===== config.mk =====
export PLATFORM = sky130hd
export DESIGN_NAME = stopwatch_time_counter
export DESIGN_NICKNAME = d
export VERILOG_FILES = /design/src/rtl/stopwatch_time_counter.sv
export SDC_FILE = /design/constraint.sdc
export NUM_CORES = 1
export LEC_CHECK = 0
export ABC_AREA = 1
export BUFFER_PORTS_ARGS = -buffer_cell sky130_fd_sc_hd__buf_2
export CORE_ASPECT_RATIO = 0.5
export CORE_UTILIZATION = 45
export CTS_BUF_LIST = sky130_fd_sc_hd__clkbuf_8
export DETAILED_ROUTE_END_ITERATION = 8
export GPL_TIMING_DRIVEN = 0
export PLACE_DENSITY_LB_ADDON = 0.1
export REMOVE_ABC_BUFFERS = 1
export SLEW_MARGIN = 40
export SYNTH_ARGS = -nofsm -noshare
export SYNTH_HDL_FRONTEND = slang
export SYNTH_SLANG_ARGS = --single-unit

===== constraint.sdc =====
create_clock -name clk -period 2.7 [get_ports clk]
set_input_delay 0.54 -clock clk [delete_from_list [all_inputs] [get_ports clk]]
set_output_delay 0.54 -clock clk [all_outputs]
set_load 0.005 [all_outputs]

===== src/rtl/stopwatch_time_counter.sv =====
// Stopwatch datapath: prescaled BCD SS.hh counter (00.00-59.99) with a freezable display copy.
// Optional macro STOPWATCH_SATURATE_EN: hold at 59.99 with sticky ovf instead of wrapping.
module stopwatch_time_counter #(
    parameter int CYCLES_PER_TICK = 1000000,
    parameter int PRESC_W         = $clog2(CYCLES_PER_TICK)
) (
    input  logic       clk,
    input  logic       reset,
    input  logic       init_regs,
    input  logic       count_enabled,
    input  logic       freeze,
    output logic [3:0] disp_h_ones,
    output logic [3:0] disp_h_tens,
    output logic [3:0] disp_s_ones,
    output logic [3:0] disp_s_tens,
    output logic       tick,
    output logic       ovf
);

    localparam logic [PRESC_W-1:0] PRESC_LAST = PRESC_W'(CYCLES_PER_TICK - 1);
    localparam logic [15:0]        TIME_MAX   = 16'h5999;

    logic [PRESC_W-1:0] presc;
    logic [15:0]        live_time;
    logic [15:0]        disp_time;
    logic               step;
    logic               at_max;
    logic               advance;

    // Increment a packed {s_tens, s_ones, h_tens, h_ones} BCD time, wrapping 59.99 to 00.00.
    function automatic logic [15:0] bcd_inc(input logic [15:0] t);
        logic [15:0] r;
        r = t;
        if (t[3:0] != 4'd9) begin
            r[3:0] = t[3:0] + 4'd1;
        end else begin
            r[3:0] = 4'd0;
            if (t[7:4] != 4'd9) begin
                r[7:4] = t[7:4] + 4'd1;
            end else begin
                r[7:4] = 4'd0;
                if (t[11:8] != 4'd9) begin
                    r[11:8] = t[11:8] + 4'd1;
                end else begin
                    r[11:8]  = 4'd0;
                    r[15:12] = (t[15:12] == 4'd5) ? 4'd0 : t[15:12] + 4'd1;
                end
            end
        end
        return r;
    endfunction

    assign step   = count_enabled && (presc == PRESC_LAST);
    assign at_max = (live_time == TIME_MAX);

`ifdef STOPWATCH_SATURATE_EN
    assign advance = step && !at_max;
`else
    assign advance = step;
`endif

    always_ff @(posedge clk or posedge reset) begin
        if (reset) begin
            presc     <= '0;
            live_time <= '0;
            disp_time <= '0;
            tick      <= 1'b0;
            ovf       <= 1'b0;
        end else if (init_regs) begin
            presc     <= '0;
            live_time <= '0;
            disp_time <= '0;
            tick      <= 1'b0;
            ovf       <= 1'b0;
        end else begin
            if (count_enabled) begin
                presc <= step ? '0 : presc + 1'b1;
            end
            if (advance) begin
                live_time <= bcd_inc(live_time);
            end
            tick <= advance;
`ifdef STOPWATCH_SATURATE_EN
            // Sticky until init_regs or reset; the prescaler keeps running meanwhile.
            if (step && at_max) begin
                ovf <= 1'b1;
            end
`else
            ovf <= step && at_max;
`endif
            // Display trails live time by one edge and holds while frozen.
            if (!freeze) begin
                disp_time <= live_time;
            end
        end
    end

    assign disp_h_ones = disp_time[3:0];
    assign disp_h_tens = disp_time[7:4];
    assign disp_s_ones = disp_time[11:8];
    assign disp_s_tens = disp_time[15:12];

endmodule


==> metrics.md <==
| Metric | Value |
|---|---|
| Area share of the largest cell type after synthesis | 45.9% |
| CTS clk-pin slew, worst paths | 0.10 ns |
| Final WL | 6520 µm |
| CTS Hold Buffers Added | 0 |
| Root Buffer | clkbuf_8 |
| Fraction of the cycle the final worst path needs | 67.7% |
| Deepest clock path buffer count | 2 |
| GPL Wtd Cong | 0.894 |
| CP top delay family | simple AND/OR/NAND/NOR gates |
| Initial antenna violation count | 0 |
| Yosys reg bits | 54 |
| CTS HTree Levels | 2 |
| Skew-Pair Late Insertion Delay | 0.32 ns |
| Syn Inst Count | 372 |
| Post-route ant nets | 0 |
| Drt via density | 5.15 |
| Syn avg cell area | 7.91 µm² |
| Ys async rst share | 100% |
| GRT Util Overall | 21.4% |
| Min Tclk post-route | 1.83 ns |
| Initial Utilization | 47.6% |
| Sink Count | 54 |
| Final nets | 407 |
| Routed len/inst | 13.5 µm |
| F_max | 547 MHz |
| Max-Cap Viols | 0 |
| Synth Flop Type | dfrtp_1 |
| Area contributors post-synth | dfrtp_1, nand2_1, nor2_1, nand3_1, ha_1 |
| Num CTS Buffers | 5 |
| Gr ovfl total | 0 |
| Final setup viols | 0 |
| CP Cell Sequence | inv_1, ha_1, nand2_1, nor2_2, nor2_1, inv_1, or2_2, o21ai_1 |
| Power per cell area | 486 nW/µm² |
| Worst-case reg-to-reg path depth | 8 |
| Worst setup EP type | register |
| Core area | 6180 µm² |
| Unrepaired setup endpoints after global routing | no |
| Cell taking the most area after synthesis | dfrtp_1 |
| Worst slew pin tran | 0.499 ns |
| Sequential element share of the synthesized area | 45.9% |
| Critical Path Max Stage Delay | 0.43 ns |
| Run status | finished, final reports clean |
| CTS tree | yes |
| Min-delay worst type | in2async |
| Yosys warning count | 0 |
| Reg-to-reg slack, setup | 0.87 ns |
| Post-CTS setup buffer count | 0 |
| Input/output buffers | 22 |
| Worst-path fanout max | 12 |
| Worst vdd ir | 0.000207 V |
| Final Core Density | 52.1% |
| Drt first-iter violations | 168 |
| Fin Setup TNS | 0 ns |
| Die area | 6890 µm² |
| First-pass GRT wire length | 11,100 µm |
| Mapped Area | 2940 µm² |
| Hpwl dp | 4540 µm |
| Antenna cells | 0 |
| Reg2reg end | live_time[1] |
| LEAKAGE | 0.00152 µW |
| WP data required | 2.95 ns |
| Crit Path Category | reg2reg |
| First-pass DRT Iterations | 4 |
| Slew Viols, Final | 0 |
| Width of the die | 116 µm |
| Critical path buffers and inverters | 2 |
| Total number of vias | 2,482 |
| Most numerous cell on the critical path | inv_1 |
| Worst EP arrival | 2.08 ns |
| Fraction of layout cells with a size suffix above 1 | 12.4% |
| Worst r2r src | live_time[1] |
| P&R area growth vs syn | 9.40% |
| Chip height | 59.2 µm |
| I/O pin count | 23 |
| Clock Skews | 0.00639 ns |
| Critical path's slowest cell | dfrtp_1 |
| Library cells used by synthesis | 33 |
| Worst setup SP type | register |
| Vias in the first global route | 2,295 |
| Residual DRC | 0 |
| Hold violation count in the final report | 0 |
| Largest net degree at the start of global routing | 34 |
| FP Rows | 20 |
| Post-CTS sizing | 0 |
| Worst relative slew slack | 66.7% |
| Post-synth EDFFs | 0 |
## state kept, by name (all words and copies together), names as in the netlist
signal and flops:
presc 20, tick 1, disp_time 16, ovf 1, live_time 16
## stage by stage
| step | instance area [µm²] | cells | total power (µW) | setup slack, ns | hold slack (ns) |
|---|---|---|---|---|---|
| final | 3220 | 482 | 1560 | 0.872 | 0.168 |
| after global routing | 3220 | 482 | 1650 | 0.696 | 0.185 |
| after CTS | 3220 | 482 | 1580 | 0.848 | 0.170 |
| after detailed placement | 3130 | 474 | 1100 | 0.654 | 0.490 |
| after global placement | 3110 | 473 | 1090 | 0.171 | 0.485 |
| after floorplan | 2890 | 363 | 1030 | 0.845 | 0.475 |
## cell usage after synthesis, drive strengths merged (5+ instances only)
master / n
nor3: 7
nand4: 12
xnor2: 7
nand2: 91
dfrtp: 54
buf: 5
nor2: 69
o31ai: 5
inv: 31
xor2: 7
nand3: 44
ha: 9
o21ai: 15
## report_power, final
group	internal [µW]	switching [µW]
Sequential	851	47.5
Combinational	68.6	119
Clock	204	274
## how the worst max path moves through the flow
stage	from	endpoint	slack (ns)	depth (start not counted)
final	live_time[1]	live_time[1]	0.87	8
after floorplan	reset	disp_time[0]	0.85	1
after detailed placement	init_regs	live_time[10]	0.65	6
after global routing	presc[0]	live_time[9]	0.70	8
after global placement	reset	disp_time[9]	0.17	2
after CTS	live_time[1]	live_time[1]	0.85	8
## cell usage in the layout, fill, tap and decap left out, types with 2 or more instances in the layout
| master | n |
|---|---|
| nand2_1 | 89 |
| nor2_1 | 63 |
| dfrtp_1 | 54 |
| nand3_1 | 42 |
| inv_1 | 28 |
| buf_2 | 22 |
| nand4_1 | 12 |
| ha_1 | 9 |
| o21ai_0 | 8 |
| xor2_1 | 7 |
| xnor2_1 | 7 |
| o21ai_1 | 7 |
| nor3_1 | 7 |
| clkbuf_8 | 6 |
| o31ai_1 | 5 |
| nor2_2 | 4 |
| or2_2 | 4 |
| inv_2 | 3 |
| nor2_4 | 2 |
## cells by family after synthesis
kind of cell	Yosys count	share of synthesized area (%)
compound gates	24	4.85
flops	54	45.9
xor+xnor	14	4.17
simple gates	230	35.0
fa+ha+maj	9	3.83
mux	1	0.340
buf+inv	40	5.91
## area by class of cell
cell class,count,area (µm²)
clock inverter,2,8.76
tap,88,110
multi-input combinational,278,1420
inverter,31,119
clock buffer,6,82.6
fill,594,2960
timing repair buffer,23,130
sequential,54,1350
## per-layer routing
layer  up-vias  global-route usage, %  routed length (µm)
li1       1255                      -                   -
met1      1168                   28.0                3140
met2        52                   35.6                2960
met3         7                   4.91                 344
met4         0                   6.59                  75
met5         -                      0                   0
(Power assumes the default switching activity.)
